$ cat config.mk
export PLATFORM = sky130hd
export DESIGN_NAME = sim_io_port
export DESIGN_NICKNAME = d
export VERILOG_FILES = /design/src/rtl/sim_io_port_pkg.sv /design/src/rtl/sim_io_port_uart_tx.sv /design/src/rtl/sim_io_port.sv
export SDC_FILE = /design/constraint.sdc
export NUM_CORES = 1
export LEC_CHECK = 0
export CORE_AREA = 2 2 146 148
export CTS_BUF_LIST = sky130_fd_sc_hd__clkbuf_16
export CTS_CLUSTER_SIZE = 30
export DETAILED_ROUTE_END_ITERATION = 8
export DIE_AREA = 0 0 148 150
export PLACE_DENSITY_LB_ADDON = 0.05
export REMOVE_ABC_BUFFERS = 1
export SETUP_SLACK_MARGIN = 0.02
export SYNTH_ARGS = -nofsm -noshare
export SYNTH_HDL_FRONTEND = slang
export SYNTH_SLANG_ARGS = --single-unit
$ cat constraint.sdc
create_clock -name clk -period 7.3 [get_ports clk]
set_input_delay 2.19 -clock clk [delete_from_list [all_inputs] [get_ports clk]]
set_output_delay 2.19 -clock clk [all_outputs]
set_load 0.01 [all_outputs]
$ cat src/rtl/sim_io_port_pkg.sv
// Shared constants and types for the memory-mapped console port.
// Latency: n/a (declarations only).
// Backpressure: n/a.
package sim_io_port_pkg;

  // Register offsets within the 32-byte console window
  localparam logic [4:0] IO_CHAR_OFS = 5'h00;
  localparam logic [4:0] IO_WORD_OFS = 5'h04;
  localparam logic [4:0] IO_HALT_OFS = 5'h08;
  localparam logic [4:0] IO_STAT_OFS = 5'h0C;
  localparam logic [4:0] IO_CCNT_OFS = 5'h10;

  // Status register bit positions
  localparam int STAT_OVF_BIT    = 31;
  localparam int STAT_HALTED_BIT = 30;
  localparam int STAT_HEX_BIT    = 29;
  localparam int STAT_TX_BIT     = 28;
  localparam int STAT_FULL_BIT   = 17;
  localparam int STAT_EMPTY_BIT  = 16;

  typedef enum logic {
    HEX_IDLE = 1'b0,
    HEX_EMIT = 1'b1
  } hex_state_t;

  typedef enum logic [1:0] {
    U_IDLE  = 2'd0,
    U_START = 2'd1,
    U_DATA  = 2'd2,
    U_STOP  = 2'd3
  } uart_state_t;

  // Lowercase ASCII for one hex nibble: '0'..'9' then 'a'..'f' ('a' - 10 = 0x57)
  function automatic logic [7:0] hex_ascii(input logic [3:0] nib);
    hex_ascii = (nib < 4'd10) ? (8'h30 + {4'h0, nib}) : (8'h57 + {4'h0, nib});
  endfunction

endpackage

$ cat src/rtl/sim_io_port_uart_tx.sv
// 8N1 UART transmitter: start bit, 8 data bits LSB first, one stop bit.
// Latency: byte accepted in idle, start bit begins next cycle; each bit lasts CLKS_PER_BIT cycles.
// Backpressure: ready only in idle, so a new byte is taken one cycle after the stop bit ends.
module uart_tx_8n1
  import sim_io_port_pkg::*;
#(
  parameter int CLKS_PER_BIT = 434
) (
  input  logic       clk,
  input  logic       reset,
  input  logic       valid,
  input  logic [7:0] data,
  output logic       ready,
  output logic       tx,
  output logic       busy
);

  localparam int CW = $clog2(CLKS_PER_BIT);

  uart_state_t   state;
  uart_state_t   state_nxt;
  logic [CW-1:0] baud_cnt;
  logic [2:0]    bit_idx;
  logic [7:0]    shreg;
  logic          bit_end;

  assign bit_end = (baud_cnt == CW'(CLKS_PER_BIT - 1));
  assign ready   = (state == U_IDLE);
  assign busy    = (state != U_IDLE);

  // State register; reset drops any frame in flight so the line goes idle at once
  always_ff @(posedge clk or posedge reset) begin
    if (reset) begin
      state <= U_IDLE;
    end else begin
      state <= state_nxt;
    end
  end

  // Next-state and line drive; each non-idle state lasts one full bit time
  always_comb begin
    state_nxt = state;
    tx        = 1'b1;
    case (state)
      U_IDLE: begin
        if (valid) state_nxt = U_START;
      end
      U_START: begin
        tx = 1'b0;
        if (bit_end) state_nxt = U_DATA;
      end
      U_DATA: begin
        tx = shreg[0];
        if (bit_end && (bit_idx == 3'd7)) state_nxt = U_STOP;
      end
      U_STOP: begin
        if (bit_end) state_nxt = U_IDLE;
      end
      default: state_nxt = U_IDLE;
    endcase
  end

  // Bit timer, data bit index and shift register
  always_ff @(posedge clk or posedge reset) begin
    if (reset) begin
      baud_cnt <= '0;
      bit_idx  <= 3'd0;
      shreg    <= 8'h00;
    end else begin
      if ((state == U_IDLE) || bit_end) begin
        baud_cnt <= '0;
      end else begin
        baud_cnt <= baud_cnt + 1'b1;
      end

      if (state == U_START) begin
        bit_idx <= 3'd0;
      end else if ((state == U_DATA) && bit_end) begin
        bit_idx <= bit_idx + 3'd1;
      end

      if ((state == U_IDLE) && valid) begin
        shreg <= data;
      end else if ((state == U_DATA) && bit_end) begin
        shreg <= {1'b0, shreg[7:1]};
      end
    end
  end

endmodule

$ cat src/rtl/sim_io_port.sv
// Memory-mapped console: char/hex-word output through a FIFO and 8N1 UART, status, cycle counter, halt.
// Latency: loads return registered data the cycle after dmem_re; a stored char starts its frame 2 cycles later.
// Backpressure: none toward the core; writes hitting a full FIFO or busy hex engine are dropped and flag overflow.
module sim_io_port
  import sim_io_port_pkg::*;
#(
  parameter logic [31:0] BASE_ADDR    = 32'h0,
  parameter int          CLKS_PER_BIT = 434,
  parameter int          FIFO_AW      = 4
) (
  input  logic        clk,
  input  logic        reset,
  input  logic        dmem_we,
  input  logic        dmem_re,
  input  logic [31:0] dmem_addr,
  input  logic [31:0] dmem_wdata,
  output logic        io_sel,
  output logic [31:0] dmem_rdata,
  output logic        uart_tx,
  output logic        halt,
  output logic [31:0] cycle_count
);

  localparam int DEPTH = 1 << FIFO_AW;

  // Address decode
  logic [4:0] ofs;
  logic       wr_sel;
  logic       rd_sel;
  logic       wr_char;
  logic       wr_word;
  logic       wr_halt;
  logic       wr_stat;

  assign io_sel  = (dmem_addr[31:5] == BASE_ADDR[31:5]);
  assign ofs     = dmem_addr[4:0];
  assign wr_sel  = dmem_we && io_sel;
  assign rd_sel  = dmem_re && io_sel;
  assign wr_char = wr_sel && (ofs == IO_CHAR_OFS);
  assign wr_word = wr_sel && (ofs == IO_WORD_OFS);
  assign wr_halt = wr_sel && (ofs == IO_HALT_OFS);
  assign wr_stat = wr_sel && (ofs == IO_STAT_OFS);

  // Character FIFO; pointers carry an extra wrap bit so full and empty differ
  logic [7:0]       fifo_mem [DEPTH];
  logic [FIFO_AW:0] wr_ptr;
  logic [FIFO_AW:0] rd_ptr;
  logic [FIFO_AW:0] fifo_cnt;
  logic             fifo_empty;
  logic             fifo_full;
  logic             fifo_pop;
  logic [7:0]       fifo_rd_dat;
  logic             push_vld;
  logic [7:0]       push_dat;

  // UART side
  logic uart_ready;
  logic tx_busy;

  // Hex engine
  hex_state_t  hex_state;
  hex_state_t  hex_state_nxt;
  logic [31:0] hexreg;
  logic [2:0]  hex_idx;
  logic        hex_busy;
  logic        hex_push;

  // Sticky flags and status
  logic        overflow;
  logic        halted;
  logic [31:0] status;

  assign fifo_cnt    = wr_ptr - rd_ptr;
  assign fifo_empty  = (fifo_cnt == '0);
  assign fifo_pop    = !fifo_empty && uart_ready;
  // A pop in the same cycle frees a slot, so a full FIFO can still accept a push
  assign fifo_full   = (fifo_cnt == (FIFO_AW + 1)'(DEPTH)) && !fifo_pop;
  assign fifo_rd_dat = fifo_mem[rd_ptr[FIFO_AW-1:0]];
  assign hex_busy    = (hex_state == HEX_EMIT);

  // Push-port arbitration: a char store wins, the hex engine stalls that cycle
  always_comb begin
    push_vld = 1'b0;
    push_dat = 8'h00;
    hex_push = 1'b0;
    if (wr_char) begin
      if (!fifo_full) begin
        push_vld = 1'b1;
        push_dat = dmem_wdata[7:0];
      end
    end else if (hex_busy && !fifo_full) begin
      push_vld = 1'b1;
      push_dat = hex_ascii(hexreg[31:28]);
      hex_push = 1'b1;
    end
  end

  // FIFO pointers
  always_ff @(posedge clk or posedge reset) begin
    if (reset) begin
      wr_ptr <= '0;
      rd_ptr <= '0;
    end else begin
      if (push_vld) wr_ptr <= wr_ptr + 1'b1;
      if (fifo_pop) rd_ptr <= rd_ptr + 1'b1;
    end
  end

  // FIFO storage; contents are don't-care while the pointers say empty
  always_ff @(posedge clk) begin
    if (push_vld) fifo_mem[wr_ptr[FIFO_AW-1:0]] <= push_dat;
  end

  // Hex engine state register
  always_ff @(posedge clk or posedge reset) begin
    if (reset) begin
      hex_state <= HEX_IDLE;
    end else begin
      hex_state <= hex_state_nxt;
    end
  end

  // Hex engine next state: leave EMIT once the eighth digit is pushed
  always_comb begin
    hex_state_nxt = hex_state;
    case (hex_state)
      HEX_IDLE: if (wr_word) hex_state_nxt = HEX_EMIT;
      HEX_EMIT: if (hex_push && (hex_idx == 3'd7)) hex_state_nxt = HEX_IDLE;
      default:  hex_state_nxt = HEX_IDLE;
    endcase
  end

  // Hex word register shifts left so the next digit is always the top nibble
  always_ff @(posedge clk or posedge reset) begin
    if (reset) begin
      hexreg  <= 32'h0;
      hex_idx <= 3'd0;
    end else if (!hex_busy && wr_word) begin
      hexreg  <= dmem_wdata;
      hex_idx <= 3'd0;
    end else if (hex_push) begin
      hexreg  <= {hexreg[27:0], 4'h0};
      hex_idx <= hex_idx + 3'd1;
    end
  end

  // Overflow records any dropped byte or word; cleared by writing bit 31 of status
  always_ff @(posedge clk or posedge reset) begin
    if (reset) begin
      overflow <= 1'b0;
    end else if ((wr_char && fifo_full) || (wr_word && hex_busy)) begin
      overflow <= 1'b1;
    end else if (wr_stat && dmem_wdata[31]) begin
      overflow <= 1'b0;
    end
  end

  // Halt request is sticky until reset
  always_ff @(posedge clk or posedge reset) begin
    if (reset) begin
      halted <= 1'b0;
    end else if (wr_halt) begin
      halted <= 1'b1;
    end
  end

  // Cycle counter freezes from the cycle after the halt store
  always_ff @(posedge clk or posedge reset) begin
    if (reset) begin
      cycle_count <= 32'h0;
    end else if (!halted) begin
      cycle_count <= cycle_count + 32'd1;
    end
  end

  // halt only once every queued character has left the serial line
  always_ff @(posedge clk or posedge reset) begin
    if (reset) begin
      halt <= 1'b0;
    end else begin
      halt <= halted && fifo_empty && !hex_busy && !tx_busy;
    end
  end

  // Status word assembly
  always_comb begin
    status                  = 32'h0;
    status[STAT_OVF_BIT]    = overflow;
    status[STAT_HALTED_BIT] = halted;
    status[STAT_HEX_BIT]    = hex_busy;
    status[STAT_TX_BIT]     = tx_busy;
    status[STAT_FULL_BIT]   = fifo_full;
    status[STAT_EMPTY_BIT]  = fifo_empty;
    status[FIFO_AW:0]       = fifo_cnt;
  end

  // Registered load data; zero whenever the window is not being read
  always_ff @(posedge clk or posedge reset) begin
    if (reset) begin
      dmem_rdata <= 32'h0;
    end else if (rd_sel) begin
      case (ofs)
        IO_STAT_OFS: dmem_rdata <= status;
        IO_CCNT_OFS: dmem_rdata <= cycle_count;
        default:     dmem_rdata <= 32'h0;
      endcase
    end else begin
      dmem_rdata <= 32'h0;
    end
  end

  uart_tx_8n1 #(
    .CLKS_PER_BIT(CLKS_PER_BIT)
  ) u_uart (
    .clk   (clk),
    .reset (reset),
    .valid (!fifo_empty),
    .data  (fifo_rd_dat),
    .ready (uart_ready),
    .tx    (uart_tx),
    .busy  (tx_busy)
  );

endmodule

==> flow_metrics.env, run 1 <==
export IMPL_post_place_ws_ps=1020
export IMPL_fp_dieH_um=150
export IMPL_detail_route_wl_per_cell_um=20.0
export IMPL_max_freq_mhz=159
export IMPL_wl_mm=24.3
export IMPL_die_x_um=148
export IMPL_start_util_pct=54.6
export IMPL_vias=6929
export IMPL_finalNetCount=1009
export IMPL_grt_use_total_pct=22.6
export IMPL_drc=0
export IMPL_met2_length_mm=12.2
export IMPL_cts_root_buffer="clkbuf_16"
export IMPL_start_kind="primary input"
export IMPL_synth_seq_cells=263
export IMPL_powerDensity_mw_per_mm2=214
export IMPL_antenna_found_initial=1
export IMPL_grt_pass1_vias=7348
export IMPL_area_growth_pct=21.3
export IMPL_cts_setup_buffers=0
export IMPL_ir_worst_vdd_v=0.000203
export IMPL_drv_slew=0
export IMPL_multi_input_area_mm2=0.00381
export IMPL_boundaryPins=135
export IMPL_dp_cells=1165
export IMPL_viasPerCell=5.70
export IMPL_fin_crit_ps=6270
export IMPL_finalSetupViolations=0
export IMPL_worst_slack_ps=1030
export IMPL_total_power_mw=2.93
export IMPL_core_area_mm2=0.0207
export IMPL_synth_flop_cell="dfrtp_1"
export IMPL_netlist_top_cells_area="edfxtp_1 (34%), dfrtp_1 (30%), mux4_2 (8.0%)"
export IMPL_hold_path_class="reg2reg"
export IMPL_antenna_diode_count=0
export IMPL_clock_latency_ps=530
export IMPL_topRoutingLayerUsed="met5"
export IMPL_tightest_slew_ps=1360
export IMPL_dr_pass1_iters=7
export IMPL_status="completed"
export IMPL_cts_resized_gates=0
export IMPL_cts_htree_levels=1
export IMPL_final_cell_mix="clkdlybuf4s50_1 (134), dfrtp_1 (133), edfxtp_1 (128), nor2_1 (55), nand2_1 (48)"
export IMPL_power_leakage_nw=5.17
export IMPL_drive_above_1_share_pct=11.4
export IMPL_fin_crit_sh_pct=85.9
export IMPL_ctsHoldBuffers=0
export IMPL_cap_violations=0
export IMPL_synth_seq_area_share_pct=63.9
export IMPL_ys_types=56
export IMPL_avgSynthCellArea_um2=14.3
export IMPL_cts_tree="yes"
export IMPL_final_common_cell="clkdlybuf4s50_1"
export IMPL_wl_met1_mm=10.3
export IMPL_yosys_warnings=0
export IMPL_ant_nets=0
export IMPL_wl_met3_mm=1.43
export IMPL_hpwl_mm=16.4
export IMPL_drtIter0Drc=446
export IMPL_syn_area_mm2=0.0113
export IMPL_yosysTopAreaCell="edfxtp_1"
export IMPL_seqCellArea_mm2=0.00722
export IMPL_synth_edff_count=128
export IMPL_grt_pass1_wl_mm=39.5
export IMPL_fin_util_pct=66.3
export IMPL_grt_max_degree=92
export IMPL_crit_path_max_fanout=6
export IMPL_clockBufferDepth=3
export IMPL_numCtsBuffers=27
export IMPL_yosysTopAreaCellShare_pct=34.0
export IMPL_dieArea_mm2=0.0222
export IMPL_globalplace_congestion=0.825
export IMPL_grt_remaining_overflow=0
export IMPL_maxSlewHeadroom_pct=9.55
export IMPL_finalSetupTns_ps=0
export IMPL_netlist_instances=789
export IMPL_hold_viol=0
export IMPL_portBuffers=134
export IMPL_arrival_ps=4080
export IMPL_rsz0062_at_grt="false"
export IMPL_layoutNonFillerInstCount=1215
export IMPL_num_rows=53
export IMPL_skew_ps=10.8
export IMPL_fill_cells=1517
export IMPL_worstPathRequired_ps=5110
export IMPL_synthArstFlopShare_pct=51.3
export IMPL_clkTransAtPathRegs_ps=60
export IMPL_critPathKind="in2out"
export IMPL_clock_sinks=263
export IMPL_worstSetupEndpointType="output pin"
==> cell usage after synthesis, types with 14 or more instances <==
| cell type | n |
|---|---|
| nor2_1 | 55 |
| dfrtp_1 | 135 |
| o221a_1 | 27 |
| ha_1 | 21 |
| a21oi_1 | 16 |
| nand2_1 | 48 |
| buf_2 | 14 |
| clkbuf_1 | 20 |
| inv_1 | 16 |
| xnor2_1 | 34 |
| or3_1 | 31 |
| o21ai_0 | 16 |
| nand3_1 | 31 |
| and2_1 | 23 |
| xor2_1 | 18 |
| edfxtp_1 | 128 |
| mux4_2 | 40 |
==> worst paths after layout <==
kind,from,end,slack (ps),depth (start not counted)
worst max-delay path,dmem_addr[14],io_sel,1030,5
worst min-delay path,overflow,overflow,490,2
worst max register to register,rd_ptr[1],fifo_mem[3][5],3230,8
worst min register to register,overflow,overflow,490,2
max in group asynchronous,reset,rd_ptr[1],3950,3
min in group asynchronous,reset,u_uart.baud_cnt[4],2200,2
==> report_power, final <==
group / leakage, nW / total (mW) / switching (mW) / internal (mW)
clock network: 0.435 / 1.33 / 0.555 / 0.774
logic: 1.75 / 0.0587 / 0.0253 / 0.0334
registers: 2.99 / 1.54 / 0.00000534 / 1.54
total: 5.17 / 2.93 / 0.580 / 2.35
==> state kept, by name, summed over array words and instances, names as in the netlist <==
register         count
wr_ptr               5
hex_busy             1
u_uart.baud_cnt      9
cycle_count         32
rd_ptr               5
hex_idx              3
hexreg              32
fifo_mem           128
u_uart.state         2
halted               1
dmem_rdata          32
u_uart.bit_idx       3
overflow             1
halt                 1
u_uart.shreg         8
==> layout make-up <==
type / count / share of cell area (%)
Clock inverter: 23 / 1.30
Multi-Input combinational cell: 467 / 27.8
Tap cell: 275 / 2.51
Inverter: 17 / 0.502
Timing Repair Buffer: 143 / 10.3
Sequential cell: 263 / 52.7
Clock buffer: 27 / 4.93
==> per-layer routing <==
layer,vias up,global-route usage [%]
met5,-,0
met1,3506,30.5
li1,3197,-
met3,46,4.48
met4,2,5.29
met2,178,38.3
==> stage by stage <==
| step | hold slack, ps | instance area, µm² |
|---|---|---|
| 3_5_place_dp | 478 | 12900 |
| 3_3_place_gp | 477 | 12900 |
| 4_1_cts | 491 | 13700 |
| 6_report | 487 | 13700 |
| 2_1_floorplan | 449 | 11100 |
| 5_1_grt | 524 | 13700 |
==> cells by family after synthesis <==
family                   count (synthesis)  synth area share (%)
AO/OA/AOI/OAI                           86                  6.08
adder cells (fa/ha/maj)                 22                  2.50
AND/OR/NAND/NOR                        256                  12.1
multiplexers                            51                  8.98
buffers and inverters                   59                  2.39
XOR/XNOR                                52                  4.03
flip-flops                             263                  63.9
==> critical path, cell delays in order <==
cell             delay (ps)
clkdlybuf4s50_1         430
nor4_2                  330
nand4_2                 200
nor2_1                  320
clkdlybuf4s50_1         610
Power figures use the tool's default switching activity.
==> inputs of run 2 (changes only) <==
Settings changed: SETUP_SLACK_MARGIN 0.02 to unset.
==> results of run 2 <==
Same layout as run 1: the final DEF is identical, and so are final timing and power.
